[src/rtl/sum_accumulator_if.sv]
// Stream interface for sum_accumulator: sample input handshake plus framed result output.
// The master side feeds samples and consumes results; the slave side is the accumulator.
interface sum_accumulator_if #(
    parameter int DW = 8,
    parameter int AW = 16,
    parameter int CW = 3
);
    logic          in_valid;
    logic          in_ready;
    logic [DW-1:0] in_data;
    logic          in_flush;
    logic          out_valid;
    logic          out_ready;
    logic [AW-1:0] out_sum;
    logic [CW-1:0] out_count;
    logic          out_ovf;

    modport master (
        output in_valid, in_data, in_flush, out_ready,
        input  in_ready, out_valid, out_sum, out_count, out_ovf
    );

    modport slave (
        input  in_valid, in_data, in_flush, out_ready,
        output in_ready, out_valid, out_sum, out_count, out_ovf
    );
endinterface

[src/rtl/sum_accumulator.sv]
// Accumulates N unsigned samples (or fewer on flush) into an AW-bit framed total.
// Define SUM_ACC_SAT_EN to saturate the total on overflow instead of wrapping.
module sum_accumulator #(
    parameter int DW = 8,
    parameter int AW = 16,
    parameter int N  = 4,
    parameter int CW = $clog2(N + 1)
) (
    input logic              clk,
    input logic              rst_n,
    sum_accumulator_if.slave bus
);

    typedef enum logic {
        ACC  = 1'b0,
        HOLD = 1'b1
    } state_t;

    state_t        state;
    logic [AW-1:0] acc;
    logic [CW-1:0] cnt;
    logic          ovf_r;

    logic          accept;
    logic [AW:0]   sum_wide;
    logic [AW-1:0] acc_next;
    logic [AW-1:0] acc_upd;
    logic [CW-1:0] cnt_upd;
    logic          ovf_upd;
    logic          close;

    // Ready depends on state alone so the consumer's ready never reaches the producer.
    assign bus.in_ready = (state == ACC);
    assign accept       = bus.in_valid & (state == ACC);

    always_comb begin
        // NOTE: every signal gets a value before any branch, so no latch can be inferred.
        acc_upd  = acc;
        cnt_upd  = cnt;
        ovf_upd  = ovf_r;
        sum_wide = {1'b0, acc} + {{(AW + 1 - DW){1'b0}}, bus.in_data};
`ifdef SUM_ACC_SAT_EN
        // Once clamped, any further sample carries out again, so the total stays pinned.
        acc_next = sum_wide[AW] ? {AW{1'b1}} : sum_wide[AW-1:0];
`else
        acc_next = sum_wide[AW-1:0];
`endif
        if (accept) begin
            acc_upd = acc_next;
            cnt_upd = cnt + CW'(1);
            ovf_upd = ovf_r | sum_wide[AW];
        end
        // A flush closes the frame only when it would carry at least one sample.
        close = (state == ACC) &&
                ((accept && (cnt_upd == CW'(N))) || (bus.in_flush && (cnt_upd != '0)));
    end

    // NOTE: sequential state uses non-blocking assignments so every flop samples pre-edge values.
    always_ff @(posedge clk or negedge rst_n) begin
        if (!rst_n) begin
            state         <= ACC;
            acc           <= '0;
            cnt           <= '0;
            ovf_r         <= 1'b0;
            bus.out_valid <= 1'b0;
            bus.out_sum   <= '0;
            bus.out_count <= '0;
            bus.out_ovf   <= 1'b0;
        end else begin
            case (state)
                ACC: begin
                    if (close) begin
                        bus.out_sum   <= acc_upd;
                        bus.out_count <= cnt_upd;
                        bus.out_ovf   <= ovf_upd;
                        bus.out_valid <= 1'b1;
                        acc           <= '0;
                        cnt           <= '0;
                        ovf_r         <= 1'b0;
                        state         <= HOLD;
                    end else begin
                        acc   <= acc_upd;
                        cnt   <= cnt_upd;
                        ovf_r <= ovf_upd;
                    end
                end
                HOLD: begin
                    if (bus.out_ready) begin
                        bus.out_valid <= 1'b0;
                        state         <= ACC;
                    end
                end
                default: state <= ACC;
            endcase
        end
    end

endmodule

[src/flat_wrapper.sv]
// flat-port wrapper written by rule: the top's interface ports become plain ports
module sum_accumulator_flat 
#(
    parameter int DW = 8,
    parameter int AW = 16,
    parameter int N  = 4,
    parameter int CW = $clog2(N + 1)
)
  (clk, rst_n, bus_in_valid, bus_in_data, bus_in_flush, bus_out_ready, bus_in_ready, bus_out_valid, bus_out_sum, bus_out_count, bus_out_ovf);
  sum_accumulator_if #(.DW(DW), .AW(AW), .CW(CW)) bus_i ();
  input logic clk;
  input logic rst_n;
  input wire logic [$bits(bus_i.in_valid)-1:0] bus_in_valid;
  input wire logic [$bits(bus_i.in_data)-1:0] bus_in_data;
  input wire logic [$bits(bus_i.in_flush)-1:0] bus_in_flush;
  input wire logic [$bits(bus_i.out_ready)-1:0] bus_out_ready;
  output wire logic [$bits(bus_i.in_ready)-1:0] bus_in_ready;
  output wire logic [$bits(bus_i.out_valid)-1:0] bus_out_valid;
  output wire logic [$bits(bus_i.out_sum)-1:0] bus_out_sum;
  output wire logic [$bits(bus_i.out_count)-1:0] bus_out_count;
  output wire logic [$bits(bus_i.out_ovf)-1:0] bus_out_ovf;
  assign bus_i.in_valid = bus_in_valid;
  assign bus_i.in_data = bus_in_data;
  assign bus_i.in_flush = bus_in_flush;
  assign bus_i.out_ready = bus_out_ready;
  assign bus_in_ready = bus_i.in_ready;
  assign bus_out_valid = bus_i.out_valid;
  assign bus_out_sum = bus_i.out_sum;
  assign bus_out_count = bus_i.out_count;
  assign bus_out_ovf = bus_i.out_ovf;
  sum_accumulator #(.DW(DW), .AW(AW), .N(N), .CW(CW)) u_core (.clk(clk), .rst_n(rst_n), .bus(bus_i));
endmodule
[config.mk]
export PLATFORM = sky130hd
export DESIGN_NAME = sum_accumulator_flat
export DESIGN_NICKNAME = d
export VERILOG_FILES = /design/src/rtl/sum_accumulator_if.sv /design/src/rtl/sum_accumulator.sv /design/src/flat_wrapper.sv
export SDC_FILE = /design/constraint.sdc
export NUM_CORES = 1
export LEC_CHECK = 0
export BUFFER_PORTS_ARGS = -buffer_cell sky130_fd_sc_hd__buf_2
export CAP_MARGIN = 20
export CORE_MARGIN = 3
export CORE_UTILIZATION = 55
export DETAILED_ROUTE_END_ITERATION = 10
export PLACE_DENSITY_LB_ADDON = 0.05
export SYNTH_ARGS = -nofsm -noshare
export SYNTH_HDL_FRONTEND = slang
export SYNTH_SLANG_ARGS = --single-unit
[constraint.sdc]
create_clock -name clk -period 2.9 [get_ports clk]
set_input_delay 0.145 -clock clk [delete_from_list [all_inputs] [get_ports clk]]
set_output_delay 0.145 -clock clk [all_outputs]
set_load 0.05 [all_outputs]
==> metrics, run 1 <==
Crit Path Max Fanout=29; Yosys reg bits=42; Yosys cell types=between 50 and 60; diode count=0; Post-Syn Nets=262; die height=70.8 um; CTS H-tree lvls=2; LEAKAGE=about 1.2 nW; first-pass GRT wire length=8010 um; fin crit share=0.847; WS Path Type=flop to flop; Synth Warn #=0; largest family of logic cells by synthesized area=compound AO/OA/AOI/OAI gates; status=finished with violations; commonest non-fill, non-tap cell in the layout=dfrtp_1; Inserted Clock Buffers=5; final hold violations=37; vias in the first global route=between 1,500 and 2,000; VDD IR max=0.659 mV; Final WS setup=approximately 0.45 ns; unrepaired setup endpoints after global routing=false; Setup Fix Bufs, Post-CTS=0; failing checks=hold timing; crit path time final=between 2 and 2.5 ns; Min Hold Slack=-0.0243 ns; # DRC=0; endpoints failing setup=0; adder-cell share of the synthesized area=0.0574; post-cts repair resize count=0; Post-CTS Hold Fix Bufs=0; Die ar.=5020 sq um; crit start category=flop; Worst slew margin=0.369; Synth Instances=between 200 and 250; post-DR wirelength/cell=roughly 15 um; number of synthesized flops with an enable pin=0; CTS clock-pin slew for the worst setup and hold paths=about 0.080 ns; sw frac=0.505; Filler Cell Count=around 330; DRT iter0 DRCs=about 150; largest net degree at the start of global routing=43; PortBufs=34; logic gate share of total power=0.549; core area=slightly below 4000 sq um; Total GRT Usage=0.197; Std-Cell Rows=22; syn avg cell area=9.67 sq um; Setup TNS=0 ns; global placer's final weighted congestion=roughly 0.78; initial antenna violation count=0; sequential-to-total area share from yosys stat=0.455; ys async rst share=1.00; clock buffer depth=2; Initial Utilization=0.600; synthesized area=between 2000 and 2500 sq um; Max Slew Vio Count=0; pre-CTS WS=approximately 0.43 ns; Max-cap violations=0; share of cells above drive strength 1=0.206; total power per unit cell area=roughly 1200 nW/um^2; Area growth syn-to-layout=12.0%; post-synthesis mux area share=0.00433; Compound-Gate Fraction of Synth Area=0.207; Pint=1.52 mW; I/O pin count=35; P_sw=~1.6 mW; worst endpoint data arrival time=2.68 ns; share of total power in sequential cells=0.332; HP Class=primary input to async pin; CTS tree=done; Clock Sinks=42; Simple-Gate Fraction of Synth Area=0.187; ys flop type=dfrtp_1; CP Capture Type=flop; Die Wd=about 71 um; xor and xnor area share after synthesis=0.0530; final design utilization=0.672; total number of vias=approximately 1,800; Root Driver=clkbuf_8; Worst Path Required=roughly 3.1 ns; nets=a little under 300; drt first pass iters=4; Fmax achieved=~400 MHz; grt ovf=0; later-pin clock latency in the skew report=just under 0.3 ns; Antenna Violating Nets Remaining=0; Routed WL=approximately 4700 um; HPWL Detailed=3350 um; most frequent cells in the layout=dfrtp_1 (42), nand2_1 (40), buf_2 (34), nor2_1 (22), o21ai_1 (13); Slew @ Worst Pin=around 0.95 ns; via/cell ratio=roughly 5.8; Final Skew=between 0.01 and 0.015 ns; clock share of power=0.119
## per-stage QoR
stage / instances / hold slack (ns) / total power [mW] / instance area (sq um)
floorplan: 239 / -0.151 / 2.38 / 2310
global placement: 312 / 0.327 / 2.70 / 2500
detailed placement: 312 / 0.330 / 2.73 / 2500
CTS: 320 / 0.00635 / 3.10 / 2590
global route: 320 / 0.0396 / 3.32 / 2590
finish: 320 / -0.0243 / 3.08 / 2590
## cell type report
type	count	area (sq um)	share of cell area
sequential	42	1050	0.406
inverter	3	11.3	0.00435
clock buffer	6	72.6	0.0280
tap	48	60.1	0.0232
timing repair buffer	38	200	0.0773
clock inverter	2	13.8	0.00531
multi-input combinational	181	1180	0.456
## registers in the layout, summed over array words and instances (netlist names)
name / count
u_core.bus.out_ovf: 1
u_core.bus.out_sum: 16
u_core.bus.out_valid: 1
u_core.cnt: 3
u_core.state: 1
u_core.acc: 16
u_core.ovf_r: 1
u_core.bus.out_count: 3
## power by group through the flow
stage	logic (mW)	clock network (mW)	registers (mW)
after floorplan	1.00	0	1.37
after global placement	1.68	0	1.02
after detailed placement	1.70	0	1.03
after CTS	1.71	0.377	1.02
after global routing	1.86	0.398	1.06
final	1.69	0.366	1.02
## final timing paths
path,start,endpoint,slack (ns),cells after the start
max,u_core.cnt[0],u_core.acc[8],0.45,6
max reg2reg,u_core.cnt[0],u_core.acc[8],0.45,6
max in group asynchronous,rst_n,u_core.acc[8],2.35,1
min in group clk,bus_out_ready,u_core.state,0.03,2
min reg2reg,u_core.bus.out_valid,u_core.bus.out_valid,0.48,2
min,rst_n,u_core.bus.out_sum[0],-0.02,1
## routing by layer
layer  wire length [um]  share of wire  up-vias  GRT usage
met1               2300           0.49      876      0.297
met5                  0              0        -          0
met3                246          0.053        4     0.0412
li1                   -              -      926          -
met4                 21         0.0045        0     0.0376
met2               2090           0.45       39      0.296
## kinds of logic after synthesis
family / after synthesis
adders and majority gates: 10
xor gates and xnor gates: 14
and+or+nand+nor: 89
muxes: 1
buffers and inverters: 16
AOI/OAI and AO/OA: 67
DFF: 42
## Yosys cell counts (2+ instances only)
library cell	instances	area, sq um
dfrtp_1	42	1050
nand2_1	40	150
nor2_1	22	82.6
o21ai_1	13	65.1
a31oi_1	9	56.3
ha_1	9	113
xnor2_1	7	61.3
xor2_1	7	61.3
a22o_1	6	52.6
a21oi_1	5	25.0
clkbuf_1	5	18.8
nand3_1	5	25.0
o211ai_1	5	37.5
o21ai_0	5	25.0
buf_4	4	30.0
and3_1	3	18.8
buf_2	3	15.0
inv_1	3	11.3
or3_1	3	18.8
a211oi_1	2	15.0
a21o_1	2	15.0
a21oi_2	2	17.5
nand3b_1	2	15.0
nand4_1	2	12.5
o211ai_2	2	25.0
o21a_1	2	15.0
o311ai_1	2	17.5
o31ai_1	2	15.0
## critical path, stage by stage (launching register included)
cell and delay, ns:
dfrtp_1 0.42, ha_1 0.34, nand3b_1 0.20, mux2i_1 0.31, or3_1 0.80, o211ai_1 0.19, nand3_1 0.13
No activity file was read; power rests on OpenSTA's default activity.
==> run 2, diff against run 1 <==
Clock period 2.9 ns to 2.4 ns, I/O delays scaled along.
==> metrics, run 2 (synthesis results as in run 1) <==
CP Capture Type=flop; Critical Path Source=u_core.cnt[0]; Setup TNS=0 ns (unchanged); total power per unit cell area=1460 nW/um^2 (+23%); Worst Path Required=2.63 ns (-0.49 ns); pre-CTS WS=0.182 ns (-0.250 ns); Worst path depth=7 (+1); r2r startpoint=u_core.cnt[0]; Post-CTS Hold Fix Bufs=2 (+2); drt first pass iters=4 (unchanged); via/cell ratio=5.79 (+0.46%); Max Slew Vio Count=0 (unchanged); DRT iter0 DRCs=109 (-28%); worst reg2reg path depth=7 (+1); Slowest-stage cell, CP=or4b_1; core area=3850 sq um (unchanged); Largest delay share family, worst path=simple AND/OR/NAND/NOR gates; Area growth syn-to-layout=15.5%; Antenna Violating Nets Remaining=0 (unchanged); endpoints failing setup=0 (unchanged); LEAKAGE=1.26 nW (+3.6%); PortBufs=34 (unchanged); Setup Fix Bufs, Post-CTS=0 (unchanged); Final WS setup=0.172 ns (-0.273 ns); vias in the first global route=1,751 (+5.5%); diode count=0 (unchanged); fin crit share=0.928 (+0.0819); crit path time final=2.23 ns (-0.227 ns); global placer's final weighted congestion=0.785 (+0.91%); Worst Path Buf+Inv=1 (+1); initial antenna violation count=0 (unchanged); die height=70.8 um (unchanged); Std-Cell Rows=22 (unchanged); I/O pin count=35 (unchanged); CP Cell Sequence=ha_1, nand3b_1, mux2i_1, nor3_4, buf_4, or4b_1, nand3_1; Initial Utilization=0.600 (unchanged); crit path capture=u_core.acc[11]; Worst R2R End=u_core.acc[11]; crit start category=flop; Fmax achieved=449 MHz (+10%); # DRC=0 (unchanged); post-DR wirelength/cell=15.0 um (+2.7%); later-pin clock latency in the skew report=0.30 ns (about the same); Routed WL=4890 um (+5.0%); Total GRT Usage=0.209 (+0.0122); Final Skew=0.00758 ns (-0.00244 ns); most frequent cells in the layout=dfrtp_1 (42), nand2_1 (40), buf_2 (34), nor2_1 (22), o21ai_1 (13); Die ar.=5020 sq um (unchanged); nets=301 (+2.4%); CTS clock-pin slew for the worst setup and hold paths=0.08 ns (about the same); worst stage delay on the critical path=0.53 ns (-0.27 ns); largest net degree at the start of global routing=43 (unchanged); reg2reg setup slack=0.17 ns (-0.27 ns); share of cells above drive strength 1=0.222 (+0.0163); Root Driver=clkbuf_8; commonest non-fill, non-tap cell in the layout=dfrtp_1; status=finished clean; Die Wd=70.8 um (unchanged); worst endpoint data arrival time=2.46 ns (-0.22 ns); CTS H-tree lvls=2 (unchanged); Clock Sinks=42 (unchanged); Crit Path Max Fanout=16 (-45%); HPWL Detailed=3570 um (+6.7%); grt ovf=0 (unchanged); Worst slew margin=0.389 (+0.0202); Slew @ Worst Pin=0.916 ns (-0.0303 ns); post-cts repair resize count=0 (unchanged); HP Class=primary input to flop; registers with the most flip-flops=u_core.acc x16, u_core.bus.out_sum x16; WS Path Type=flop to flop; Inserted Clock Buffers=5 (unchanged); first-pass GRT wire length=8320 um (+3.9%); clock buffer depth=2 (unchanged); Min Hold Slack=0.112 ns (+0.136 ns); total number of vias=1,894 (+2.7%); unrepaired setup endpoints after global routing=false; CTS tree=done; Max-cap violations=0 (unchanged); VDD IR max=0.938 mV (+42%); final hold violations=0 (-100%)
run 2: final cells by class:
class / count / area [sq um]
clock buffer: 5 / 68.8
clock inverter: 3 / 40.0
fill: 323 / 1180
inverter: 3 / 11.3
multi-input combinational: 181 / 1180
sequential: 42 / 1050
tap: 48 / 60.1
timing repair buffer: 45 / 258
run 2: routing by layer:
layer  global-route usage  share of wire  up-vias
li1                     -              -      943
met1                0.285           0.48      910
met2                0.332           0.47       33
met3               0.0540          0.039        8
met4               0.0564          0.011        0
met5                    0              0        -
run 2: power breakdown:
| group | internal [mW] | total (mW) | switching (mW) | leakage, nW |
|---|---|---|---|---|
| combinational | 0.702 | 2.13 | 1.43 | 0.673 |
| sequential | 0.982 | 1.22 | 0.243 | 0.529 |
| clock | 0.306 | 0.549 | 0.243 | 0.0579 |
run 2: stage by stage:
step                power, mW  cells  cell area, sq um   util
CTS                      3.94    327              2670  0.693
global route             4.19    327              2670  0.693
detailed placement       3.37    317              2540  0.659
finish                   3.91    327              2670  0.693
global placement         3.33    317              2540  0.659
floorplan                2.87    239              2310      -
run 2: how the worst min path moves through the flow:
stage | start | endpoint | slack (ns) | cells after the start
floorplan | rst_n | u_core.acc[0] | -0.18 | 0
global placement | bus_out_ready | u_core.state | 0.30 | 2
detailed placement | rst_n | u_core.bus.out_sum[1] | 0.31 | 1
CTS | bus_in_flush | u_core.cnt[1] | 0.10 | 3
global route | bus_in_flush | u_core.cnt[1] | 0.11 | 3
finish | bus_in_flush | u_core.cnt[1] | 0.11 | 3
run 2: tightest hold or removal path, stage by stage:
cell and delay (ns):
buf_2 0.10, nand3b_1 0.10, nand2_1 0.05
==> run 3, diff against run 2 <==
Clock period 2.4 ns to 2.2 ns, I/O delays scaled along.
==> metrics, run 3 (synthesis results as in run 1) <==
status=finished clean; WS Path Type=flop to flop; Root Driver=clkbuf_8; total power draw=4.65 mW (+19%); post-route cell area=2890 sq um (+8.3%); Die Wd=70.8 um (unchanged); reg2reg setup slack=0.07 ns (-0.10 ns); total number of vias=2,014 (+6.3%); Hold Path End=u_core.cnt[1]; worst endpoint data arrival time=2.33 ns (-0.13 ns); commonest non-fill, non-tap cell in the layout=dfrtp_1; LEAKAGE=1.34 nW (+6.7%); I/O pin count=35 (unchanged); Setup TNS=0 ns (unchanged); # DRC=0 (unchanged); Final Skew=0.00560 ns (-0.00197 ns); clock buffer depth=2 (unchanged); VDD IR max=0.997 mV (+6.3%); min-delay src=bus_in_flush; Inst Count DP=329 (+3.8%); r2r startpoint=u_core.acc[0]; Worst R2R End=u_core.bus.out_sum[8]; CTS H-tree lvls=2 (unchanged); HP Class=primary input to flop; vias in the first global route=1,938 (+11%); later-pin clock latency in the skew report=0.29 ns (about the same); Total GRT Usage=0.224 (+0.0150); hold depth=3 (unchanged); Max Slew Vio Count=0 (unchanged); diode count=0 (unchanged); final non-filler cell total=345 (+5.5%); Inserted Clock Buffers=5 (unchanged); post-DR wirelength/cell=16.1 um (+7.5%); Worst Path Required=2.40 ns (-0.23 ns); global placer's final weighted congestion=0.818 (+4.2%); Worst slew margin=0.389 (about the same); Fmax achieved=470 MHz (+4.6%); CTS clock-pin slew for the worst setup and hold paths=0.08 ns (about the same); Die ar.=5020 sq um (unchanged); via/cell ratio=5.84 (+0.79%); Area growth syn-to-layout=25.1%; Max-cap violations=0 (unchanged); worst reg2reg path depth=8 (+1); Crit Path Max Fanout=5 (-11); crit path time final=2.13 ns (-0.0984 ns); DRT iter0 DRCs=152 (+39%); Clock Sinks=42 (unchanged); Std-Cell Rows=22 (unchanged); Antenna Violating Nets Remaining=0 (unchanged); endpoints failing setup=0 (unchanged); grt ovf=0 (unchanged); largest net degree at the start of global routing=43 (unchanged); fin crit share=0.968 (+0.0397); share of cells above drive strength 1=0.300 (+0.0774); Routed WL=5550 um (+13%); final hold violations=0 (unchanged); registers with the most flip-flops=u_core.acc x16, u_core.bus.out_sum x16; crit start category=flop; die height=70.8 um (unchanged); most frequent cells in the layout=dfrtp_1 (42), nand2_1 (40), buf_2 (34), buf_4 (25), nor2_1 (22); CTS tree=done; PortBufs=34 (unchanged); pre-CTS WS=-0.0492 ns (-0.231 ns); core area=3850 sq um (unchanged); CP Capture Type=flop; HPWL Detailed=3810 um (+6.7%); total power per unit cell area=1610 nW/um^2 (+9.8%); unrepaired setup endpoints after global routing=true; initial antenna violation count=0 (unchanged); drt first pass iters=4 (unchanged); final design utilization=0.750 (+0.0575); first-pass GRT wire length=9050 um (+8.7%); nets=319 (+6.0%); Initial Utilization=0.600 (unchanged); Final WS setup=0.0701 ns (-0.102 ns); Cell Area, Placed=2630 sq um (+3.5%); Slew @ Worst Pin=0.916 ns (+0.000363 ns); Min Hold Slack=0.132 ns (+0.0205 ns)
-- run 3: cell types whose count changed in the layout (fill, tap and decap cells not counted), sizes merged --
cell	change
buf	+18
-- run 3: worst max path at each step --
stage	start	end	slack, ns	cells after the start
2_1_floorplan	u_core.acc[0]	u_core.bus.out_ovf	0.03	7
3_3_place_gp	u_core.acc[0]	u_core.bus.out_sum[8]	0.04	8
6_report	u_core.acc[0]	u_core.bus.out_sum[8]	0.07	8
3_5_place_dp	u_core.acc[0]	u_core.bus.out_sum[8]	-0.05	8
4_1_cts	u_core.acc[0]	u_core.bus.out_sum[8]	0.003	8
5_1_grt	u_core.acc[0]	u_core.bus.out_sum[14]	-0.04	8
-- run 3: metal layers --
layer	vias to the layer above	GRT usage	part of all wire
met5	-	0	0
met4	0	0.0689	0.0056
met3	2	0.0483	0.059
met2	52	0.349	0.48
met1	984	0.314	0.46
li1	976	-	-
-- run 3: what timing repair did --
action / 4_1_cts / 5_1_grt
setup endpoints to repair: 4 / 11
setup buffers: 0 / 6
pin swaps: 2 / 10
hold buffers: 2 / 0
endpoints found under the hold margin: 43 / 0
gates resized for setup: 2 / 12
-- run 3: power by group --
group          total [mW]  switching, mW  internal [mW]
sequential           1.29          0.217           1.07
combinational        2.76           1.74           1.03
clock               0.597          0.263          0.334
-- run 3: layout make-up --
type / count / area (sq um)
Clock inverter: 3 / 40.0
Inverter: 3 / 11.3
Tap cell: 48 / 60.1
Multi-Input combinational cell: 181 / 1260
Timing Repair Buffer: 63 / 400
Fill cell: 288 / 962
Sequential cell: 42 / 1050
Clock buffer: 5 / 68.8
-- run 3: critical path: stages, from the launching register on --
cell,delay (ns)
dfrtp_1,0.43
ha_4,0.18
fa_2,0.34
a21o_1,0.19
a221oi_2,0.26
buf_4,0.20
o21a_1,0.18
o21ai_1,0.08
a31oi_1,0.18
